## src/rtl/disp_scan_mux_if.sv

```systemverilog
// disp_scan_mux_if
//   Bundles the write strobe/value and the scan outputs of disp_scan_mux.
//   master : the writer/observer (drives load, value; receives scan outputs)
//   slave  : the scan multiplexer itself
//   load       1-cycle write strobe for value
//   value      4*DIGITS hex digits, digit 0 rightmost
//   nibble     current digit code for the shared 7-segment decoder
//   an_n       active-low digit enables
//   frame_tick 1-cycle pulse at the start of every frame
//   upd_ack    1-cycle pulse when a pending value becomes displayed
interface disp_scan_mux_if #(
  parameter int DIGITS = 4
);
  logic                  load;
  logic [4*DIGITS-1:0]   value;
  logic [3:0]            nibble;
  logic [DIGITS-1:0]     an_n;
  logic                  frame_tick;
  logic                  upd_ack;

  modport master (
    output load, value,
    input  nibble, an_n, frame_tick, upd_ack
  );

  modport slave (
    input  load, value,
    output nibble, an_n, frame_tick, upd_ack
  );
endinterface

```

## src/rtl/disp_scan_mux.sv

```systemverilog
// disp_scan_mux
//   Time-multiplexes a DIGITS-wide hex value onto one shared 4-bit-to-7-segment
//   decoder. Writes are double-buffered and applied only at a frame boundary,
//   and every digit slot begins with GUARD blank cycles to suppress ghosting.
// Ports
//   clk    in  system clock, rising edge
//   rst_n  in  asynchronous reset, active low
//   bus    slave side of disp_scan_mux_if (load/value in; nibble, an_n,
//          frame_tick, upd_ack out, all registered)
// Configuration
//   LZ_BLANK_EN : when defined, leading-zero digits (k > 0) are blanked.
module disp_scan_mux #(
  parameter int DIGITS   = 4,
  parameter int PRESCALE = 50000,
  parameter int GUARD    = 2
) (
  input  logic            clk,
  input  logic            rst_n,
  disp_scan_mux_if.slave  bus
);

  localparam int CW = (PRESCALE > 1) ? $clog2(PRESCALE) : 1;
  localparam int IW = (DIGITS > 1) ? $clog2(DIGITS) : 1;
  localparam int VW = 4 * DIGITS;

  localparam logic [CW-1:0]     CNT_LAST = CW'(PRESCALE - 1);
  localparam logic [CW-1:0]     CNT_ONE  = CW'(1);
  localparam logic [CW-1:0]     GUARD_C  = CW'(GUARD);
  localparam logic [IW-1:0]     IDX_LAST = IW'(DIGITS - 1);
  localparam logic [IW-1:0]     IDX_ONE  = IW'(1);
  localparam logic [DIGITS-1:0] SEL_ONE  = DIGITS'(1);

`ifdef LZ_BLANK_EN
  // Digit k > 0 is blanked when it and every digit above it are zero.
  function automatic logic [DIGITS-1:0] lz_mask(input logic [VW-1:0] d);
    logic [DIGITS-1:0] m;
    logic              nz;
    m  = '0;
    nz = 1'b0;
    for (int k = DIGITS - 1; k > 0; k--) begin
      nz   = nz | (|d[4*k +: 4]);
      m[k] = ~nz;
    end
    return m;
  endfunction
`endif

  // run_q holds the scan at (cnt=0, idx=0) for the first edge after reset so
  // that the first visible cycle is a full frame-start cycle.
  logic              run_q;
  logic [CW-1:0]     cnt_q, cnt_d;
  logic [IW-1:0]     idx_q, idx_d;
  logic [VW-1:0]     disp_q, disp_d;
  logic [VW-1:0]     pend_q, pend_d;
  logic              pend_v_q, pend_v_d;
  logic [DIGITS-1:0] an_n_q, an_n_d;
  logic [3:0]        nibble_q, nibble_d;
  logic              frame_tick_q, frame_tick_d;
  logic              upd_ack_q, upd_ack_d;

  logic              slot_end_s;
  logic              apply_s;
  logic [DIGITS-1:0] blank_s;
  logic [DIGITS-1:0] sel_s;

  // Next-state: prescaler, digit index, write buffer and registered outputs.
  always_comb begin
    cnt_d        = cnt_q;
    idx_d        = idx_q;
    disp_d       = disp_q;
    pend_d       = pend_q;
    pend_v_d     = pend_v_q;
    slot_end_s   = run_q && (cnt_q == CNT_LAST);
    apply_s      = slot_end_s && (idx_q == IDX_LAST) && pend_v_q;

    if (!run_q) begin
      cnt_d = '0;
      idx_d = '0;
    end else if (slot_end_s) begin
      cnt_d = '0;
      if (idx_q == IDX_LAST) begin
        idx_d = '0;
      end else begin
        idx_d = idx_q + IDX_ONE;
      end
    end else begin
      cnt_d = cnt_q + CNT_ONE;
    end

    // Apply uses the old buffer; a load on the same edge refills it.
    if (apply_s) begin
      disp_d = pend_q;
    end else begin
      disp_d = disp_q;
    end

    if (bus.load) begin
      pend_d   = bus.value;
      pend_v_d = 1'b1;
    end else if (apply_s) begin
      pend_v_d = 1'b0;
    end else begin
      pend_v_d = pend_v_q;
    end

`ifdef LZ_BLANK_EN
    blank_s = lz_mask(disp_d);
`else
    blank_s = '0;
`endif

    // Outputs describe the cycle the scan is entering, hence the _d terms.
    sel_s    = SEL_ONE << idx_d;
    nibble_d = 4'(disp_d >> {idx_d, 2'b00});
    if ((cnt_d >= GUARD_C) && ((sel_s & blank_s) == '0)) begin
      an_n_d = ~sel_s;
    end else begin
      an_n_d = '1;
    end
    frame_tick_d = (cnt_d == '0) && (idx_d == '0);
    upd_ack_d    = apply_s;
  end

  // State and output registers.
  always_ff @(posedge clk or negedge rst_n) begin
    if (!rst_n) begin
      run_q        <= 1'b0;
      cnt_q        <= '0;
      idx_q        <= '0;
      disp_q       <= '0;
      pend_q       <= '0;
      pend_v_q     <= 1'b0;
      an_n_q       <= '1;
      nibble_q     <= 4'h0;
      frame_tick_q <= 1'b0;
      upd_ack_q    <= 1'b0;
    end else begin
      run_q        <= 1'b1;
      cnt_q        <= cnt_d;
      idx_q        <= idx_d;
      disp_q       <= disp_d;
      pend_q       <= pend_d;
      pend_v_q     <= pend_v_d;
      an_n_q       <= an_n_d;
      nibble_q     <= nibble_d;
      frame_tick_q <= frame_tick_d;
      upd_ack_q    <= upd_ack_d;
    end
  end

  assign bus.an_n       = an_n_q;
  assign bus.nibble     = nibble_q;
  assign bus.frame_tick = frame_tick_q;
  assign bus.upd_ack    = upd_ack_q;

endmodule

```

## src/flat_wrapper.sv

```systemverilog
// flat-port wrapper written by rule: the top's interface ports become plain ports
module disp_scan_mux_flat 
#(
  parameter int DIGITS   = 4,
  parameter int PRESCALE = 50000,
  parameter int GUARD    = 2
)
  (clk, rst_n, bus_load, bus_value, bus_nibble, bus_an_n, bus_frame_tick, bus_upd_ack);
  disp_scan_mux_if #(.DIGITS(DIGITS)) bus_i ();
  input  logic clk;
  input  logic rst_n;
  input wire logic [$bits(bus_i.load)-1:0] bus_load;
  input wire logic [$bits(bus_i.value)-1:0] bus_value;
  output wire logic [$bits(bus_i.nibble)-1:0] bus_nibble;
  output wire logic [$bits(bus_i.an_n)-1:0] bus_an_n;
  output wire logic [$bits(bus_i.frame_tick)-1:0] bus_frame_tick;
  output wire logic [$bits(bus_i.upd_ack)-1:0] bus_upd_ack;
  assign bus_i.load = bus_load;
  assign bus_i.value = bus_value;
  assign bus_nibble = bus_i.nibble;
  assign bus_an_n = bus_i.an_n;
  assign bus_frame_tick = bus_i.frame_tick;
  assign bus_upd_ack = bus_i.upd_ack;
  disp_scan_mux #(.DIGITS(DIGITS), .PRESCALE(PRESCALE), .GUARD(GUARD)) u_core (.clk(clk), .rst_n(rst_n), .bus(bus_i));
endmodule
```

## config.mk

```make
export PLATFORM = sky130hd
export DESIGN_NAME = disp_scan_mux_flat
export DESIGN_NICKNAME = d
export VERILOG_FILES = /design/src/rtl/disp_scan_mux_if.sv /design/src/rtl/disp_scan_mux.sv /design/src/flat_wrapper.sv
export SDC_FILE = /design/constraint.sdc
export NUM_CORES = 1
export LEC_CHECK = 0
export ABC_AREA = 1
export BUFFER_PORTS_ARGS = -buffer_cell sky130_fd_sc_hd__clkbuf_2
export CAP_MARGIN = 10
export CORE_MARGIN = 1
export CORE_UTILIZATION = 60
export CTS_CLUSTER_DIAMETER = 30
export CTS_CLUSTER_SIZE = 40
export DETAILED_ROUTE_END_ITERATION = 16
export GPL_ROUTABILITY_DRIVEN = 0
export HOLD_SLACK_MARGIN = 0.15
export PLACE_DENSITY = 0.9
export RECOVER_POWER = 50
export SYNTH_ARGS = -nofsm -noshare
export SYNTH_HDL_FRONTEND = slang
export SYNTH_SLANG_ARGS = --single-unit
```

## constraint.sdc

```tcl
create_clock -name clk -period 3.8 [get_ports clk]
set_input_delay 0.57 -clock clk [delete_from_list [all_inputs] [get_ports clk]]
set_output_delay 0.57 -clock clk [all_outputs]
set_load 0.05 [all_outputs]
```

==> results.yml <==
cts:
  cts_inserted_buffers: 9
  cts_resized: 0
  post_cts_buffers: 0
  cts_sinks: 62
  clkLatencyLatePin_ns: 0.34
  cts_buffer_depth: 2
  cts-root-buf: "clkbuf_8"
  clk_pin_slew_worst_paths_ns: 0.07
  htree_levels: 3
  cts_tree: "done"
  cts_hold_buf: 0
die:
  die_w_um: 72.0
  pin_count: 29
  fp-row-count: 25
  die_h_um: 72.0
  dieArea_um2: 5190
  core-area_um2: 4720
  initial_core_util_pct: 62.3
yosys:
  netlist_top_cells_area: "dfrtp_1 (49%), nand2_1 (20%), inv_1 (5.5%), dfstp_2 (3.6%), nand3_1 (3.4%)"
  syn_area_um2: 2940
  synth_top_area_share_pct: 49.3
  yosysWarnings: 0
  ys_seq_elements: 62
  syn_inst: 376
  synth_nets: 397
  synth_top_area_cell: "dfrtp_1"
  ys.flop_type: "dfrtp_1"
  ys_seq_area_share_pct: 52.9
  avgSynthCellArea_um2: 7.82
  synth.distinct_cells: 28
  async_flop_share_pct: 100
  synth_edf_count: 0
cells_and_area:
  final-seq-area_um2: 1560
  nFillCells: 356
  multi_input_area_um2: 1140
  areaGrowthSynthToFinish_pct: 14.3
  diodes: 0
  drive_above_1_share_pct: 16.5
  fin_area_um2: 3360
  nNetsFinal: 427
timing:
  fmax_mhz: 412
  tightest_slew_ns: 1.43
  holdWs_ns: 0.425
  drv_slew: 0
  finalSetupViolations: 0
  fin_crit_ns: 2.43
  rsz0062_at_grt: "no"
  setup_tns_ns: 0
  finalHoldViolCount: 0
  slew_headroom_pct: 4.59
  skew_ns: 0.00714
  timing.final.crit_share_pct: 63.9
route:
  num_vias: 2447
  viasPerCell: 5.12
  ant_nets: 0
  routed_wl_um: 5890
  drt_iter0_drc: 171
  wl_per_cell_um: 12.3
  drc_errors: 0
  drtPass1Iterations: 4
global_routing:
  globalRouteOverflowTotal: 0
  grt_max_degree: 37
  grt_pass1_vias: 2400
  grt_pass1_wl_um: 10100
  grt_usage_pct: 25.9
  antenna_found_initial: 0
place:
  numPortBuffers: 28
  dp_hpwl_um: 4210
  placed_area_um2: 3120
critical_path:
  crit_start: "u_core.run_q$_DFF_PN0_"
  critical_path_class: "flop to flop"
  cp_common_cell: "nand2_1"
  cp.required_ns: 4.08
  path_max_fanout: 21
  max_stage_delay_ns: 0.64
  worstSetupStartpointType: "flop"
  end_kind: "flop"
  crit_chain: "nand2_1 -> nor2_1 -> nand3_2 -> nor2_4 -> nand3_2 -> o21ai_1 -> nand2_1 -> nand2_1 -> nand2_1 -> nand2_1"
  crit_slowest_cell: "dfrtp_1"
  crit_arrival_ns: 2.71
  reg2reg_from: "u_core.run_q$_DFF_PN0_"
power_and_ir_drop:
  comb_power_share_pct: 5.1
  p_int_uw: 1140
  p_switching_uw: 337
  p_seq_share_pct: 47.0
  power_per_cell_area_nw_per_um2: 440
  leakage_uw: 0.00194
  p_clk_share_pct: 47.9
  netSwitchingFraction_pct: 22.8
  ir_worst_vdd_uv: 270
status:
  run_status: "finished clean"
worst_hold_path:
  hold_class: "input port to flop"
  min_from: "bus_value[11]"
flow_run:
  cap_violations: 0
[synthesized netlist by cell type, types with 2 or more instances]
master and n:
dfstp_2 4, nand4_1 16, nand3_2 4, buf_2 2, o21ai_0 7, inv_2 5
clkbuf_1 6, ha_1 2, o21ai_2 3, inv_1 43, nor3_1 3, o21ai_1 2
xor2_1 3, nor2_1 24, dfrtp_1 58, nand3_1 20, nor2_2 4, nand2_1 160
[registers in the layout, summed over array words and instances (netlist names)]
name,flops
u_core.bus.upd_ack,1
u_core.run_q,1
u_core.disp_q,16
u_core.bus.an_n,4
u_core.cnt_q,16
u_core.idx_q,2
u_core.pend_q,16
u_core.bus.frame_tick,1
u_core.pend_v_q,1
u_core.bus.nibble,4
[area by class of cell]
cell class              count  area share (%)
multi-input cells         254            34.0
well taps                  67            2.49
repair buffers             29            4.32
clock buffers               9            3.68
flip-flops and latches     62            46.3
clock inverters             7            3.57
inverters                  50            5.62
[routing by layer]
metal / share of wire (%) / track usage, % / vias to the layer above
met4: 3.6 / 16.1 / 0
met1: 41 / 29.5 / 1131
met5: 0 / 0 / -
met2: 50 / 44.0 / 78
li1: - / - / 1220
met3: 4.6 / 6.53 / 18
[path summary, 6_finish.rpt]
kind | cells after the start | end | slack, ns
setup / recovery | 10 | u_core.bus.nibble[1]$_DFF_PN0_ | 1.37
hold reg to reg | 2 | u_core.pend_q[11]$_DFFE_PN0P_ | 0.47
min in group asynchronous | 1 | u_core.cnt_q[10]$_DFF_PN0_ | 0.55
hold / removal | 3 | u_core.pend_q[11]$_DFFE_PN0P_ | 0.42
setup reg to reg | 10 | u_core.bus.nibble[1]$_DFF_PN0_ | 1.37
max in group asynchronous | 2 | u_core.disp_q[10]$_DFF_PN0_ | 2.11
[per-stage QoR]
stage	cells	total power [uW]	utilization, %	setup slack, ns
6_report	478	1480	71.2	1.37
5_1_grt	478	1530	71.2	1.13
4_1_cts	478	1490	71.3	1.43
3_5_place_dp	462	785	66.1	1.44
3_3_place_gp	462	781	66.1	1.57
2_1_floorplan	376	748	-	2.15
[cell usage in the layout, fill, tap and decap left out, drive strengths merged]
cell / n
buf: 1
nand4: 16
clkbuf: 37
conb: 1
clkinv: 3
nor3: 3
ha: 2
dfrtp: 58
nor2: 29
dfstp: 4
nand3: 24
bufinv: 3
inv: 50
o21ai: 13
nand2: 161
clkinvlp: 1
o211ai: 1
xor2: 3
or2: 1
[cell families (layout without fill, tap and decap cells)]
logic type / count (synthesis) / in the layout / share of synthesized area, %
AOI/OAI and AO/OA: 14 / 14 / 3.23
xor gates and xnor gates: 3 / 3 / 0.893
DFF: 62 / 62 / 52.9
and+or+nand+nor: 234 / 234 / 33.8
adders and majority gates: 2 / 2 / 0.851
other: 1 / 1 / 0.127
buffers and inverters: 60 / 95 / 8.17
[worst max-delay path: cells and delay by family (launching register included)]
family | cells | cell delay, ns
simple gates | 9 | 1.38
flops | 1 | 0.64
compound gates | 1 | 0.32
[power groups by stage]
stage / clock network, uW / registers, uW / logic [uW]
after floorplan: 0 / 715 / 32.6
after detailed placement: 0 / 707 / 77.5
after CTS: 720 / 695 / 78.1
after global placement: 0 / 706 / 74.5
after global routing: 748 / 698 / 86.9
final: 709 / 695 / 75.7
No activity file was read; power rests on OpenSTA's default activity.
